File: config.mk
export PLATFORM = sky130hd
export DESIGN_NAME = av2_recon_packer
export DESIGN_NICKNAME = d
export VERILOG_FILES = /design/src/rtl/av2_recon_pkg.sv /design/src/rtl/av2_pixel_round_sat.sv /design/src/rtl/av2_recon_packer.sv
export SDC_FILE = /design/constraint.sdc
export NUM_CORES = 1
export LEC_CHECK = 0
export CAP_MARGIN = 20
export CORE_MARGIN = 4
export CORE_UTILIZATION = 36
export DETAILED_ROUTE_END_ITERATION = 16
export PLACE_DENSITY = 0.64
export SETUP_SLACK_MARGIN = 0.3
export SLEW_MARGIN = 15
export SYNTH_ARGS = -nofsm -noshare
export SYNTH_HDL_FRONTEND = slang
export SYNTH_HIERARCHICAL = 1
export SYNTH_SLANG_ARGS = --single-unit
File: constraint.sdc
create_clock -name clk -period 4.15 [get_ports clk]
set_input_delay 0.415 -clock clk [delete_from_list [all_inputs] [get_ports clk]]
set_output_delay 0.415 -clock clk [all_outputs]
set_load 0.005 [all_outputs]
File: src/rtl/av2_recon_pkg.sv
// Shared definitions for the reconstructed-frame packer.
//   state_t     : frame sequencer states
//   DATA_W      : width of one output beat in bits
//   PPB_8/16    : pixels per beat for 8-bit packing and 16-bit containers
//   MODE_*      : pack_mode encodings
package av2_recon_pkg;

  localparam int DATA_W = 128;
  localparam int PPB_8  = 16;
  localparam int PPB_16 = 8;

  localparam logic MODE_8BIT  = 1'b0;
  localparam logic MODE_16BIT = 1'b1;

  typedef enum logic [1:0] {
    ST_IDLE,
    ST_PACK,
    ST_DRAIN,
    ST_DONE
  } state_t;

endpackage

File: src/rtl/av2_pixel_round_sat.sv
// Converts one reconstructed sample to 8 bits with round-half-up and
// saturation at 255. An 8-bit sample passes straight through.
//   pix  : input sample, PIXEL_WIDTH bits
//   pix8 : rounded and saturated 8-bit sample
module av2_pixel_round_sat #(
  parameter int PIXEL_WIDTH = 10
) (
  input  logic [PIXEL_WIDTH-1:0] pix,
  output logic [7:0]             pix8
);

  generate
    if (PIXEL_WIDTH == 8) begin : g_pass
      assign pix8 = pix;
    end else begin : g_round
      // One extra bit so the rounding add cannot wrap.
      localparam logic [PIXEL_WIDTH:0] HALF = (PIXEL_WIDTH+1)'(1) << (PIXEL_WIDTH - 9);
      localparam logic [PIXEL_WIDTH:0] SAT  = (PIXEL_WIDTH+1)'(255);
      logic [PIXEL_WIDTH:0] sum;
      logic [PIXEL_WIDTH:0] shifted;
      assign sum     = {1'b0, pix} + HALF;
      assign shifted = sum >> (PIXEL_WIDTH - 8);
      assign pix8    = (shifted > SAT) ? 8'hFF : shifted[7:0];
    end
  endgenerate

endmodule

File: src/rtl/av2_recon_packer.sv
// Packs raster-order reconstructed samples into 128-bit beats with byte
// addresses. Beats close when full or at the end of a row; a row-final beat
// has its unused lanes zeroed. An assembly register feeds one output register.
//   clk, rst_n                     : clock, synchronous active-low reset
//   start, frame_width/height,
//   pack_mode                      : frame setup, latched on start in IDLE
//   pix_data, pix_valid, pix_ready : sample input handshake
//   recon_data, recon_addr,
//   recon_wr_en, recon_ready       : beat output handshake
//   busy, frame_done               : frame status
module av2_recon_packer
  import av2_recon_pkg::*;
#(
  parameter int PIXEL_WIDTH = 10,
  parameter int MAX_WIDTH   = 64,
  parameter int MAX_HEIGHT  = 64,
  parameter int ADDR_W      = 32
) (
  input  logic                   clk,
  input  logic                   rst_n,
  input  logic                   start,
  input  logic [15:0]            frame_width,
  input  logic [15:0]            frame_height,
  input  logic                   pack_mode,
  input  logic [PIXEL_WIDTH-1:0] pix_data,
  input  logic                   pix_valid,
  output logic                   pix_ready,
  output logic [DATA_W-1:0]      recon_data,
  output logic [ADDR_W-1:0]      recon_addr,
  output logic                   recon_wr_en,
  input  logic                   recon_ready,
  output logic                   busy,
  output logic                   frame_done
);

  state_t              state_reg;
  logic                launch_reg;      // setup latched, decide PACK/DONE next
  logic [15:0]         width_reg, height_reg;
  logic                mode_reg;
  logic [15:0]         col_reg, row_reg;
  logic [3:0]          lane_reg;
  logic [ADDR_W-1:0]   addr_reg;        // address of the beat being assembled
  logic [DATA_W-1:0]   asm_data_reg;
  logic [ADDR_W-1:0]   asm_addr_reg;
  logic                asm_closed_reg;  // assembly holds a finished beat
  logic [DATA_W-1:0]   out_data_reg;
  logic [ADDR_W-1:0]   out_addr_reg;
  logic                out_valid_reg;
  logic                frame_done_reg;

  logic [7:0]          pix8;
  logic                out_free, accept, row_end, frame_end, lane_full, close_now;
  logic [15:0]         lane_val, clamp_w, clamp_h;
  logic [6:0]          shift;
  logic [DATA_W-1:0]   asm_base, beat_next;

  av2_pixel_round_sat #(.PIXEL_WIDTH(PIXEL_WIDTH)) u_round (
    .pix  (pix_data),
    .pix8 (pix8)
  );

  always_comb begin
    clamp_w   = (frame_width  > 16'(MAX_WIDTH))  ? 16'(MAX_WIDTH)  : frame_width;
    clamp_h   = (frame_height > 16'(MAX_HEIGHT)) ? 16'(MAX_HEIGHT) : frame_height;
    // Output register can take a beat this cycle if empty or being accepted.
    out_free  = !out_valid_reg || recon_ready;
    pix_ready = (state_reg == ST_PACK) && (!asm_closed_reg || out_free);
    accept    = pix_valid && pix_ready;
    row_end   = (col_reg == width_reg - 16'd1);
    frame_end = row_end && (row_reg == height_reg - 16'd1);
    lane_full = (mode_reg == MODE_16BIT) ? (lane_reg == 4'(PPB_16 - 1))
                                         : (lane_reg == 4'(PPB_8 - 1));
    close_now = row_end || lane_full;
    lane_val  = (mode_reg == MODE_16BIT) ? 16'(pix_data) : {8'd0, pix8};
    shift     = (mode_reg == MODE_16BIT) ? {lane_reg[2:0], 4'd0} : {lane_reg, 3'd0};
    // A closed beat leaves assembly whenever a new pixel is accepted, so the
    // new pixel always starts from an empty beat in that case.
    asm_base  = asm_closed_reg ? '0 : asm_data_reg;
    beat_next = asm_base | (DATA_W'(lane_val) << shift);
  end

  always_ff @(posedge clk) begin
    if (!rst_n) begin
      state_reg      <= ST_IDLE;
      launch_reg     <= 1'b0;
      width_reg      <= '0;
      height_reg     <= '0;
      mode_reg       <= MODE_8BIT;
      col_reg        <= '0;
      row_reg        <= '0;
      lane_reg       <= '0;
      addr_reg       <= '0;
      asm_data_reg   <= '0;
      asm_addr_reg   <= '0;
      asm_closed_reg <= 1'b0;
      out_data_reg   <= '0;
      out_addr_reg   <= '0;
      out_valid_reg  <= 1'b0;
      frame_done_reg <= 1'b0;
    end else begin
      frame_done_reg <= 1'b0;

      if (out_valid_reg && recon_ready)
        out_valid_reg <= 1'b0;

      if (asm_closed_reg && out_free) begin
        out_data_reg   <= asm_data_reg;
        out_addr_reg   <= asm_addr_reg;
        out_valid_reg  <= 1'b1;
        asm_closed_reg <= 1'b0;
      end

      if (accept) begin
        if (close_now) begin
          lane_reg <= '0;
          addr_reg <= addr_reg + ADDR_W'(16);
          if (!asm_closed_reg && out_free) begin
            // Straight to the output register: wr_en rises next cycle.
            out_data_reg  <= beat_next;
            out_addr_reg  <= addr_reg;
            out_valid_reg <= 1'b1;
            asm_data_reg  <= '0;
          end else begin
            asm_data_reg   <= beat_next;
            asm_addr_reg   <= addr_reg;
            asm_closed_reg <= 1'b1;
          end
        end else begin
          asm_data_reg <= beat_next;
          lane_reg     <= lane_reg + 4'd1;
        end
        if (row_end) begin
          col_reg <= '0;
          row_reg <= row_reg + 16'd1;
        end else begin
          col_reg <= col_reg + 16'd1;
        end
      end

      case (state_reg)
        ST_IDLE: begin
          if (launch_reg) begin
            launch_reg <= 1'b0;
            if (width_reg == 16'd0 || height_reg == 16'd0) begin
              state_reg      <= ST_DONE;
              frame_done_reg <= 1'b1;
            end else begin
              state_reg <= ST_PACK;
            end
          end else if (start) begin
            width_reg    <= clamp_w;
            height_reg   <= clamp_h;
            mode_reg     <= pack_mode;
            launch_reg   <= 1'b1;
            col_reg      <= '0;
            row_reg      <= '0;
            lane_reg     <= '0;
            addr_reg     <= '0;
            asm_data_reg <= '0;
          end
        end
        ST_PACK: begin
          if (accept && frame_end)
            state_reg <= ST_DRAIN;
        end
        ST_DRAIN: begin
          if (!asm_closed_reg && out_free) begin
            state_reg      <= ST_DONE;
            frame_done_reg <= 1'b1;
          end
        end
        default: state_reg <= ST_IDLE;
      endcase
    end
  end

  assign recon_data  = out_data_reg;
  assign recon_addr  = out_addr_reg;
  assign recon_wr_en = out_valid_reg;
  assign busy        = (state_reg == ST_PACK) || (state_reg == ST_DRAIN);
  assign frame_done  = frame_done_reg;

endmodule

==> results of run 1 <==
cells by family (layout without fill, tap and decap cells):
kind of cell               Yosys count  after routing
AOI/OAI and AO/OA                  689            689
and+or+nand+nor                    636            636
DFF                                419            419
buffers and inverters              361            488
muxes                              106            106
xor gates and xnor gates            55             55
adders and majority gates           12             12
other                                0              3
cells in the mapped netlist (7+ instances only):
library cell,n
sky130_fd_sc_hd__a31oi_1,8
sky130_fd_sc_hd__a22o_1,9
sky130_fd_sc_hd__nor2b_1,12
sky130_fd_sc_hd__buf_1,10
sky130_fd_sc_hd__nor4_2,10
sky130_fd_sc_hd__and2_1,18
sky130_fd_sc_hd__mux2i_1,104
sky130_fd_sc_hd__nand2b_1,50
sky130_fd_sc_hd__nor3b_1,10
sky130_fd_sc_hd__nand4_1,27
sky130_fd_sc_hd__xnor2_1,30
sky130_fd_sc_hd__inv_1,143
sky130_fd_sc_hd__or4_1,7
sky130_fd_sc_hd__dfxtp_1,419
sky130_fd_sc_hd__o221ai_1,120
sky130_fd_sc_hd__o211a_1,151
sky130_fd_sc_hd__ha_1,12
sky130_fd_sc_hd__a22oi_1,10
sky130_fd_sc_hd__a21oi_1,26
sky130_fd_sc_hd__o22ai_1,206
sky130_fd_sc_hd__o21ai_2,10
sky130_fd_sc_hd__o21ai_0,59
sky130_fd_sc_hd__a32o_1,39
sky130_fd_sc_hd__buf_2,15
sky130_fd_sc_hd__xor2_1,25
sky130_fd_sc_hd__clkbuf_1,171
sky130_fd_sc_hd__nor4_1,9
sky130_fd_sc_hd__nor3_1,36
sky130_fd_sc_hd__nor2_1,56
sky130_fd_sc_hd__or3_1,9
sky130_fd_sc_hd__and3_1,28
sky130_fd_sc_hd__buf_6,17
sky130_fd_sc_hd__nand3_1,36
sky130_fd_sc_hd__nand2_1,303
area by class of cell:
type,count,area (µm²),share of cell area [%]
Multi-Input combinational cell,1498,10300,42.4
Sequential cell,419,8390,34.5
Timing Repair Buffer,260,2590,10.6
Clock buffer,69,1370,5.62
Tap cell,748,936,3.84
Inverter,143,537,2.20
Clock inverter,16,186,0.766
Antenna cell,3,7.51,0.0308
stage by stage:
step | power, mW | setup WS (ns)
after CTS | 9.67 | 0.622
final | 9.60 | 0.589
after detailed placement | 5.46 | 0.640
after global placement | 5.43 | 0.737
after floorplan | 4.93 | 1.14
after global routing | 9.92 | 0.312
report_power, final:
group	leakage, nW	internal [mW]	switching, mW
clock	0.763	2.47	1.74
sequential	3.38	4.05	0.0339
combinational	5.30	0.371	0.928
routing by layer:
metal | share of wire [%] | track usage (%) | vias up
met1 | 43 | 27.8 | 9021
li1 | - | - | 8623
met5 | 0.041 | 0 | -
met4 | 3.6 | 7.65 | 4
met3 | 8.0 | 4.77 | 119
met2 | 45 | 33.0 | 676
worst max-delay path, cell delays in order, from the launching register on:
cell and delay [ns]:
sky130_fd_sc_hd__dfxtp_1 0.38, sky130_fd_sc_hd__inv_1 0.11, sky130_fd_sc_hd__ha_1 0.28, sky130_fd_sc_hd__and2_1 0.21, sky130_fd_sc_hd__a21oi_1 0.09, sky130_fd_sc_hd__or4_1 0.52
sky130_fd_sc_hd__nor4_2 0.30, sky130_fd_sc_hd__nand4_1 0.22, sky130_fd_sc_hd__o21ai_1 0.19, sky130_fd_sc_hd__buf_4 0.22, sky130_fd_sc_hd__nand3_4 0.09, sky130_fd_sc_hd__buf_4 0.39
sky130_fd_sc_hd__o211a_1 0.36
worst max-delay path by stage:
stage	startpoint	to	slack (ns)	cells after the start
after global routing	width_reg[0]	asm_data_reg[60]	0.31	12
after global placement	width_reg[0]	recon_data[66]	0.74	12
after CTS	width_reg[0]	recon_addr[8]	0.62	12
final	width_reg[0]	recon_data[101]	0.59	12
after detailed placement	width_reg[0]	recon_addr[8]	0.64	12
after floorplan	width_reg[0]	asm_data_reg[0]	1.14	13
layout by cell type, fill, tap and decap left out, drive strengths merged, types with 38 or more instances in the layout:
cell type      Yosys  routed
a32o              39      39
nand3             38      38
inv              143     143
o221ai           120     120
nor2              56      56
buf               47      50
o22ai            206     206
clkdlybuf4s50      0     210
dfxtp            419     419
clkbuf           171      69
nand2            303     303
nand2b            50      50
mux2i            104     104
o211a            151     151
o21ai             72      72
==> Flow_metrics.wiki, run 1 <==
{| class="wikitable"
! Metric !! Value
|-
| Number of instances resized during post-cts repair || 0
|-
| Port bufs || between 200 and 250
|-
| CTS tree || done
|-
| Critical path required time || 4.61 ns
|-
| Min-delay src || rst_n
|-
| Post-Synth XOR/XNOR Area || about 2.4%
|-
| Setup Crit Path Kind || reg -> reg
|-
| Overall routed net length || between 60 and 70 mm
|-
| Vias in the first global route || ~18,000
|-
| Total placed instance area || between 20,000 and 25,000 µm²
|-
| Mux share of post-synthesis cell area || approximately 5.3%
|-
| Maximum fanout along the worst path || 80
|-
| Pins Over Slew Limit || 0
|-
| Synthesized net count || between 2,000 and 2,500
|-
| Overall global routing resource usage || a little over a fifth
|-
| Max-Cap Viols || 0
|-
| Share of synthesized cell area in full adder, half adder and majority cells || less than 1%
|-
| Global-route wire length before repair || between 100 and 150 mm
|-
| Mean instance size in the synthesized netlist || 8.86 µm²
|-
| Maximum achievable frequency || 0.281 GHz
|-
| Post-synth top area cell || sky130_fd_sc_hd__dfxtp_1
|-
| Final RePlAce weighted congestion || roughly 0.89
|-
| Final design utilization || 44.0%
|-
| Clock sinks || ~420
|-
| Cell types occupying the most area after synthesis || sky130_fd_sc_hd__dfxtp_1 42%, sky130_fd_sc_hd__o211a_1 7.5%, sky130_fd_sc_hd__o22ai_1 6.4%, sky130_fd_sc_hd__nand2_1 5.6%, sky130_fd_sc_hd__o221ai_1 5.2%
|-
| Fraction of final layout cells sized beyond drive strength 1 || between 7 and 8%
|-
| Proportion of register bits with asynchronous set or reset after synthesis || 0%
|-
| Period utilization || a little under nine tenths
|-
| Core box area || 55,300 µm²
|-
| Flop2flop setup slack || 0.59 ns
|-
| Number of distinct standard cells referenced by the synthesized netlist || 70
|-
| Maximum number of pins on one net before global-route repair || 113
|-
| IR drop worst, VDD || between 0.2 and 0.25 mV
|-
| Setup violations, final || 0
|-
| Worst min path class || in -> reg
|-
| Total clock buffers created by CTS || 47
|-
| Type of element capturing the critical path || register
|-
| Number of antenna violations at the first check in global routing || 5
|-
| Count of fill cells added during filler insertion || around 5,400
|-
| Routed Antenna Nets || 0
|-
| Outcome || complete, no violations
|-
| Number of synthesized flops with an enable pin || 0
|-
| Final worst path period need || 3.56 ns
|-
| Worst slew margin relative to its limit || about a third
|-
| Insertion delay of the later-clocked pin in the worst-skew pair || around 0.6 ns
|-
| Post-synthesis compound-gate area fraction || 26.7%
|-
| # hold bufs at CTS || 0
|-
| Flip-flop and latch count after synthesis || about 420
|-
| R2r startpoint || width_reg[0]
|-
| Post-detailed-placement half-perimeter wirelength || 41.9 mm
|-
| Final hold viol count || 0
|-
| Most common flop cell mapped by yosys || sky130_fd_sc_hd__dfxtp_1
|-
| H-tree depth reported by CTS || 2
|-
| Area share of and/or/nand/nor cells after synthesis || 15.8%
|-
| Router iterations before antenna repair || 6
|-
| Power per cell area || 394 nW/µm²
|-
| Hold endpoint || mode_reg
|-
| YS warnings || 6
|-
| Syn-to-layout area delta || 20.7%
|-
| Cell count of the worst hold path || 2
|-
| Sequential element share of the synthesized area || 41.6%
|-
| Count of routing violations after the opening detailed-route iteration || 1,566
|-
| Count of non-filler cells in the finished layout || approximately 3,200
|-
| Number of primary I/O pins || between 200 and 250
|-
| Total gr overflow || 0
|-
| Total negative setup slack || 0 ns
|-
| Die height || around 240 µm
|-
| Worst reg-to-reg path cell count || 12
|-
| Fin Clk Skew || between 0.03 and 0.04 ns
|-
| Post-DR wirelength/cell || ~21 µm
|-
| Post-Syn Area || ~20,000 µm²
|-
| Arrival time of the worst setup path || roughly 4 ns
|-
| Area share of the leading cell type in the synthesized netlist || about two fifths
|-
| Cells after DPL || between 3,000 and 4,000
|-
| Synthesized instance count || between 2,000 and 2,500
|-
| Post-CTS setup buffer count || 0
|-
| Number of vias per cell after detailed routing || 5.84
|-
| Overall die area || around 60,000 µm²
|-
| Post-layout nets || 2,429
|-
| Buffers from clock root to sink, at most || 3
|-
| Die X || between 200 and 250 µm
|-
| Main combinational cell family by area after synthesis || compound AO/OA/AOI/OAI gates
|-
| Least-Margin Pin Slew || ~1.0 ns
|-
| Worst hold slack after final layout || around 0.32 ns
|-
| RSZ-0062 raised after global routing || no
|-
| Lkg Pwr || 9.44 nW
|-
| Clock slew seen by the registers of the worst setup and hold paths || around 0.060 ns
|-
| Standard-cell rows || 86
|-
| Worst Setup Start Kind || register
|-
| Root buffer selected by CTS || sky130_fd_sc_hd__clkbuf_16
|-
| Design Area, Final || between 20,000 and 25,000 µm²
|-
| Capture instance of the worst register-to-register path || recon_data[101]
|-
| Total number of vias || around 18,000
|-
| Initial Utilization || between 30 and 40%
|-
| DRC violations left || 0
|}
Note: power is estimated with default switching activity, not from simulation.
==> run 2: changes to the inputs <==
Settings changed: CORE_UTILIZATION 36 to 50, PLACE_DENSITY 0.64 to 0.72.
==> Flow_metrics.wiki, run 2 (synthesized netlist as in run 1, its figures left out) <==
{| class="wikitable"
! Metric !! Value
|-
| Outcome || complete, no violations
|-
| Setup violations, final || 0 (unchanged)
|-
| Vias in the first global route || 17,400 (-0.93%)
|-
| Power per cell area || 395 nW/µm² (about the same)
|-
| Type of element capturing the critical path || register
|-
| Count of routing violations after the opening detailed-route iteration || 1,789 (+14%)
|-
| Maximum achievable frequency || 0.270 GHz (-3.8%)
|-
| Final RePlAce weighted congestion || 0.873 (-1.7%)
|-
| Critical path required time || 4.61 ns (about the same)
|-
| Slowest stage delay, CP || 0.46 ns (-0.06 ns)
|-
| Number of primary I/O pins || 212 (unchanged)
|-
| Die X || 209 µm (-15%)
|-
| Clock slew seen by the registers of the worst setup and hold paths || 0.06 ns (about the same)
|-
| Post-DR wirelength/cell || 21.1 µm (+1.6%)
|-
| IR drop worst, VDD || 0.293 mV (+23%)
|-
| Post-layout nets || 2,426 (-0.12%)
|-
| Cells after DPL || 2,843 (-7.3%)
|-
| Total number of vias || 18,600 (+0.68%)
|-
| Port bufs || 211 (unchanged)
|-
| Syn-to-layout area delta || 18.8%
|-
| # hold bufs at CTS || 0 (unchanged)
|-
| Root buffer selected by CTS || sky130_fd_sc_hd__clkbuf_16
|-
| Fraction of final layout cells sized beyond drive strength 1 || 6.73% (-0.38 points)
|-
| Lkg Pwr || 9.39 nW (-0.52%)
|-
| Setup Crit Path Kind || reg -> reg
|-
| Maximum fanout along the worst path || 26 (-68%)
|-
| Worst slew margin relative to its limit || 39.2% (+6.5 points)
|-
| Global-route wire length before repair || 96.5 mm (-4.6%)
|-
| Worst min path class || in -> reg
|-
| Post-CTS setup buffer count || 0 (unchanged)
|-
| Most common library cell in the layout ignoring fill and taps || sky130_fd_sc_hd__dfxtp_1
|-
| Count of fill cells added during filler insertion || 3,439 (-36%)
|-
| Count of non-filler cells in the finished layout || 2,918 (-7.5%)
|-
| Final worst path period need || 3.70 ns (+0.142 ns)
|-
| Buffers from clock root to sink, at most || 3 (unchanged)
|-
| Maximum number of pins on one net before global-route repair || 107 (-5.3%)
|-
| Least-Margin Pin Slew || 0.912 ns (-0.0976 ns)
|-
| Insertion delay of the later-clocked pin in the worst-skew pair || 0.58 ns (-0.02 ns)
|-
| Routed Antenna Nets || 0 (unchanged)
|-
| Die height || 209 µm (-15%)
|-
| Total gr overflow || 0 (unchanged)
|-
| RSZ-0062 raised after global routing || no
|-
| Number of vias per cell after detailed routing || 6.36 (+8.9%)
|-
| Pins Over Slew Limit || 0 (unchanged)
|-
| Initial Utilization || 50.7% (+14 points)
|-
| Ordered list of cells on the worst path || inv_1 > ha_1 > or4b_1 > nor3_1 > nor2_1 > a31oi_1 > nor3_1 > a21boi_4 > buf_4 > buf_4 > nor4_1 > o31a_1
|-
| Clock sinks || 419 (unchanged)
|-
| Arrival time of the worst setup path || 4.16 ns (+0.14 ns)
|-
| Most frequent cells in the layout || 418 x sky130_fd_sc_hd__dfxtp_1, 300 x sky130_fd_sc_hd__nand2_1, 210 x sky130_fd_sc_hd__clkdlybuf4s50_1
|-
| Fin Clk Skew || 0.0253 ns (-0.0142 ns)
|-
| Crit path buffers/inverters || 3 (unchanged)
|-
| Overall die area || 43,600 µm² (-27%)
|-
| Standard-cell rows || 73 (-15%)
|-
| Period utilization || 89.2% (+3.4 points)
|-
| DRC violations left || 0 (unchanged)
|-
| Post-detailed-placement half-perimeter wirelength || 38.7 mm (-7.6%)
|-
| Total clock buffers created by CTS || 45 (-4.3%)
|-
| Critical Path Slowest Stage Cell || sky130_fd_sc_hd__or4b_1
|-
| Final hold viol count || 0 (unchanged)
|-
| Core box area || 39,800 µm² (-28%)
|-
| Worst Setup Start Kind || register
|-
| Total negative setup slack || 0 ns (unchanged)
|-
| Max-Cap Viols || 0 (unchanged)
|-
| CTS tree || done
|-
| H-tree depth reported by CTS || 2 (unchanged)
|-
| Router iterations before antenna repair || 6 (unchanged)
|-
| Overall global routing resource usage || 26.7% (+5.9 points)
|-
| Number of instances resized during post-cts repair || 0 (unchanged)
|-
| Number of antenna violations at the first check in global routing || 2 (-3)
|-
| Cell family with most CP delay || simple AND/OR/NAND/NOR gates
|-
| Overall routed net length || 61.7 mm (-6.1%)
|}
[run 2: cell types whose count changed in the layout (fill, tap and decap cells not counted), moves of 2 or more]
| cell | previous run | this run |
|---|---|---|
| sky130_fd_sc_hd__a22oi_1 | 10 | 8 |
| sky130_fd_sc_hd__clkbuf_8 | 11 | 8 |
| sky130_fd_sc_hd__clkinv_2 | 8 | 3 |
| sky130_fd_sc_hd__clkinv_8 | 2 | 0 |
| sky130_fd_sc_hd__diode_2 | 3 | 1 |
| sky130_fd_sc_hd__clkinvlp_4 | 2 | 0 |
| sky130_fd_sc_hd__a22oi_2 | 0 | 2 |
[run 2: through the flow]
step	instance area [µm²]	utilization (%)	setup WS, ns	power [mW]	hold slack, ns
final	24000	60.2	0.446	9.46	0.238
after global routing	24000	60.2	0.281	9.76	0.255
after CTS	23900	60.1	0.480	9.48	0.234
after detailed placement	22500	56.4	0.506	5.44	0.452
after global placement	22500	56.4	0.612	5.42	0.442
after floorplan	20200	-	1.14	4.93	0.434
[run 2: path summary, 6_finish.rpt]
check             cells past startpoint        startpoint          endpoint  slack (ns)
setup / recovery                     12      width_reg[0]    recon_data[47]        0.45
hold / removal                        2             rst_n      width_reg[6]        0.24
setup reg to reg                     12      width_reg[0]    recon_data[47]        0.45
hold reg to reg                       2  asm_addr_reg[12]  asm_addr_reg[12]        0.46
[run 2: layout make-up]
type	count	area, µm²	area share (%)
Multi-Input combinational cell	1498	10300	43.1
Sequential cell	419	8390	35.0
Timing Repair Buffer	259	2570	10.7
Clock buffer	65	1320	5.52
Tap cell	525	657	2.74
Inverter	143	537	2.24
Clock inverter	8	144	0.600
Antenna cell	1	2.50	0.0104
[run 2: routing by layer]
| layer | GRT usage, % | vias up | share of wire [%] |
|---|---|---|---|
| met2 | 42.6 | 775 | 46 |
| li1 | - | 8629 | - |
| met1 | 35.9 | 9015 | 42 |
| met5 | 0 | - | 0.018 |
| met4 | 10.0 | 2 | 3.9 |
| met3 | 5.42 | 147 | 7.8 |
[run 2: power by group]
part | total, mW | internal, mW | leakage [nW] | switching (mW)
combinational | 1.30 | 0.370 | 5.29 | 0.927
clock | 4.08 | 2.44 | 0.721 | 1.64
sequential | 4.09 | 4.05 | 3.38 | 0.0335
==> run 3: changes to the inputs <==
Settings changed: CTS_CLUSTER_SIZE set to 12.
==> Flow_metrics.wiki, run 3 (synthesized netlist as in run 1, its figures left out) <==
{| class="wikitable"
! Metric !! Value
|-
| Fin Clk Skew || 0.0235 ns (-0.00178 ns)
|-
| Die height || 209 µm (unchanged)
|-
| Worst Setup Start Kind || register
|-
| Count of non-filler cells in the finished layout || 2,919 (+0.034%)
|-
| DRC violations left || 0 (unchanged)
|-
| Routed Antenna Nets || 0 (unchanged)
|-
| Total clock buffers created by CTS || 45 (unchanged)
|-
| Core box area || 39,800 µm² (unchanged)
|-
| Number of primary I/O pins || 212 (unchanged)
|-
| Root buffer selected by CTS || sky130_fd_sc_hd__clkbuf_16
|-
| Clock slew seen by the registers of the worst setup and hold paths || 0.06 ns (about the same)
|-
| Total number of vias || 18,500 (-0.11%)
|-
| Worst slew margin relative to its limit || 39.2% (about the same)
|-
| Total gr overflow || 0 (unchanged)
|-
| Post-layout power || 9.47 mW (about the same)
|-
| CTS tree || done
|-
| Least-Margin Pin Slew || 0.912 ns (-0.000309 ns)
|-
| Clock sinks || 419 (unchanged)
|-
| Syn-to-layout area delta || 18.8% (about the same)
|-
| Final worst path period need || 3.71 ns (+0.00681 ns)
|-
| Router iterations before antenna repair || 6 (unchanged)
|-
| Power per cell area || 395 nW/µm² (about the same)
|-
| Overall routed net length || 61.7 mm (about the same)
|-
| Post-detailed-placement half-perimeter wirelength || 38.7 mm (unchanged)
|-
| Standard-cell rows || 73 (unchanged)
|-
| Setup violations, final || 0 (unchanged)
|-
| Number of vias per cell after detailed routing || 6.35 (-0.14%)
|-
| Global-route wire length before repair || 96.5 mm (about the same)
|-
| Max-Cap Viols || 0 (unchanged)
|-
| Port bufs || 211 (unchanged)
|-
| Maximum achievable frequency || 0.270 GHz (-0.18%)
|-
| Buffers from clock root to sink, at most || 3 (unchanged)
|-
| Outcome || complete, no violations
|-
| Maximum fanout along the worst path || 94 (+260%)
|-
| Maximum number of pins on one net before global-route repair || 107 (unchanged)
|-
| Overall global routing resource usage || 26.7% (about the same)
|-
| Insertion delay of the later-clocked pin in the worst-skew pair || 0.58 ns (about the same)
|-
| IR drop worst, VDD || 0.312 mV (+6.3%)
|-
| Initial Utilization || 50.7% (unchanged)
|-
| Cells after DPL || 2,843 (unchanged)
|-
| Arrival time of the worst setup path || 4.14 ns (-0.02 ns)
|-
| Count of routing violations after the opening detailed-route iteration || 1,723 (-3.7%)
|-
| Vias in the first global route || 17,500 (+0.18%)
|-
| Fraction of final layout cells sized beyond drive strength 1 || 6.73% (unchanged)
|-
| Final hold viol count || 0 (unchanged)
|-
| Die X || 209 µm (unchanged)
|-
| Pins Over Slew Limit || 0 (unchanged)
|-
| Final RePlAce weighted congestion || 0.873 (unchanged)
|-
| Most frequent cells in the layout || 418 x sky130_fd_sc_hd__dfxtp_1, 300 x sky130_fd_sc_hd__nand2_1, 210 x sky130_fd_sc_hd__clkdlybuf4s50_1
|-
| Period utilization || 89.4% (+0.16 points)
|-
| RSZ-0062 raised after global routing || no
|-
| Worst min path class || in -> reg
|-
| Lkg Pwr || 9.39 nW (unchanged)
|-
| Worst hold slack after final layout || 0.240 ns (+0.00173 ns)
|-
| Number of antenna violations at the first check in global routing || 2 (unchanged)
|-
| Post-layout nets || 2,426 (unchanged)
|-
| Type of element capturing the critical path || register
|-
| Critical path required time || 4.58 ns (-0.03 ns)
|-
| Most common library cell in the layout ignoring fill and taps || sky130_fd_sc_hd__dfxtp_1
|-
| Setup Crit Path Kind || reg -> reg
|-
| Post-DR wirelength/cell || 21.1 µm (about the same)
|-
| Overall die area || 43,600 µm² (unchanged)
|-
| H-tree depth reported by CTS || 2 (unchanged)
|-
| Total negative setup slack || 0 ns (unchanged)
|}
run 3: changes by cell type in the layout (fill, tap and decap cells not counted), sizes merged:
| cell | delta |
|---|---|
| diode | +1 |
run 3: path summary, 6_finish.rpt:
kind,startpoint,end,slack (ns),cells after the start
hold / removal,rst_n,width_reg[6],0.24,2
setup / recovery,width_reg[0],asm_data_reg[9],0.44,10
hold reg to reg,asm_addr_reg[12],asm_addr_reg[12],0.46,2
setup reg to reg,width_reg[0],asm_data_reg[9],0.44,10
run 3: worst max-delay path, stage by stage (launching register included):
cell,delay (ns)
sky130_fd_sc_hd__dfxtp_1,0.38
sky130_fd_sc_hd__inv_1,0.10
sky130_fd_sc_hd__ha_1,0.30
sky130_fd_sc_hd__or4b_1,0.46
sky130_fd_sc_hd__nor3_1,0.30
sky130_fd_sc_hd__a31oi_1,0.23
sky130_fd_sc_hd__nor3_1,0.52
sky130_fd_sc_hd__a21boi_4,0.18
sky130_fd_sc_hd__buf_12,0.24
sky130_fd_sc_hd__o21ai_2,0.57
sky130_fd_sc_hd__o22ai_1,0.18
run 3: layout make-up:
cell class                 instances  area (µm²)
clock buffer                      65        1320
inverter                         143         537
fill                            3440       15800
clock inverter                     8         144
tap                              525         657
timing repair buffer             259        2570
multi-input combinational       1498       10300
antenna                            2        5.00
sequential                       419        8390
run 3: metrics by stage:
step	cell area, µm²	setup WS [ns]	utilization (%)
floorplan	20200	1.14	-
global placement	22500	0.612	56.4
detailed placement	22500	0.506	56.4
CTS	23900	0.479	60.1
global route	24000	0.278	60.2
finish	24000	0.440	60.2
run 3: timing repair:
action / CTS / global route
gates resized for setup: 0 / 1
buffers inserted: 0 / 0
endpoints found under the setup margin: 0 / 67
hold buffers: 0 / 0
run 3: layer usage:
metal | wire (µm) | vias up | part of all wire [%] | track usage [%]
met5 | 11 | - | 0.018 | 0
met4 | 2450 | 2 | 4.0 | 10.0
met3 | 4810 | 145 | 7.8 | 5.24
met2 | 28400 | 749 | 46 | 42.6
met1 | 26000 | 9037 | 42 | 36.0
li1 | - | 8615 | - | -
run 3: report_power, final:
group | total [mW] | leakage, nW | switching (mW) | internal [mW]
sequential | 4.09 | 3.38 | 0.0338 | 4.05
clock | 4.08 | 0.721 | 1.64 | 2.44
combinational | 1.30 | 5.29 | 0.928 | 0.370
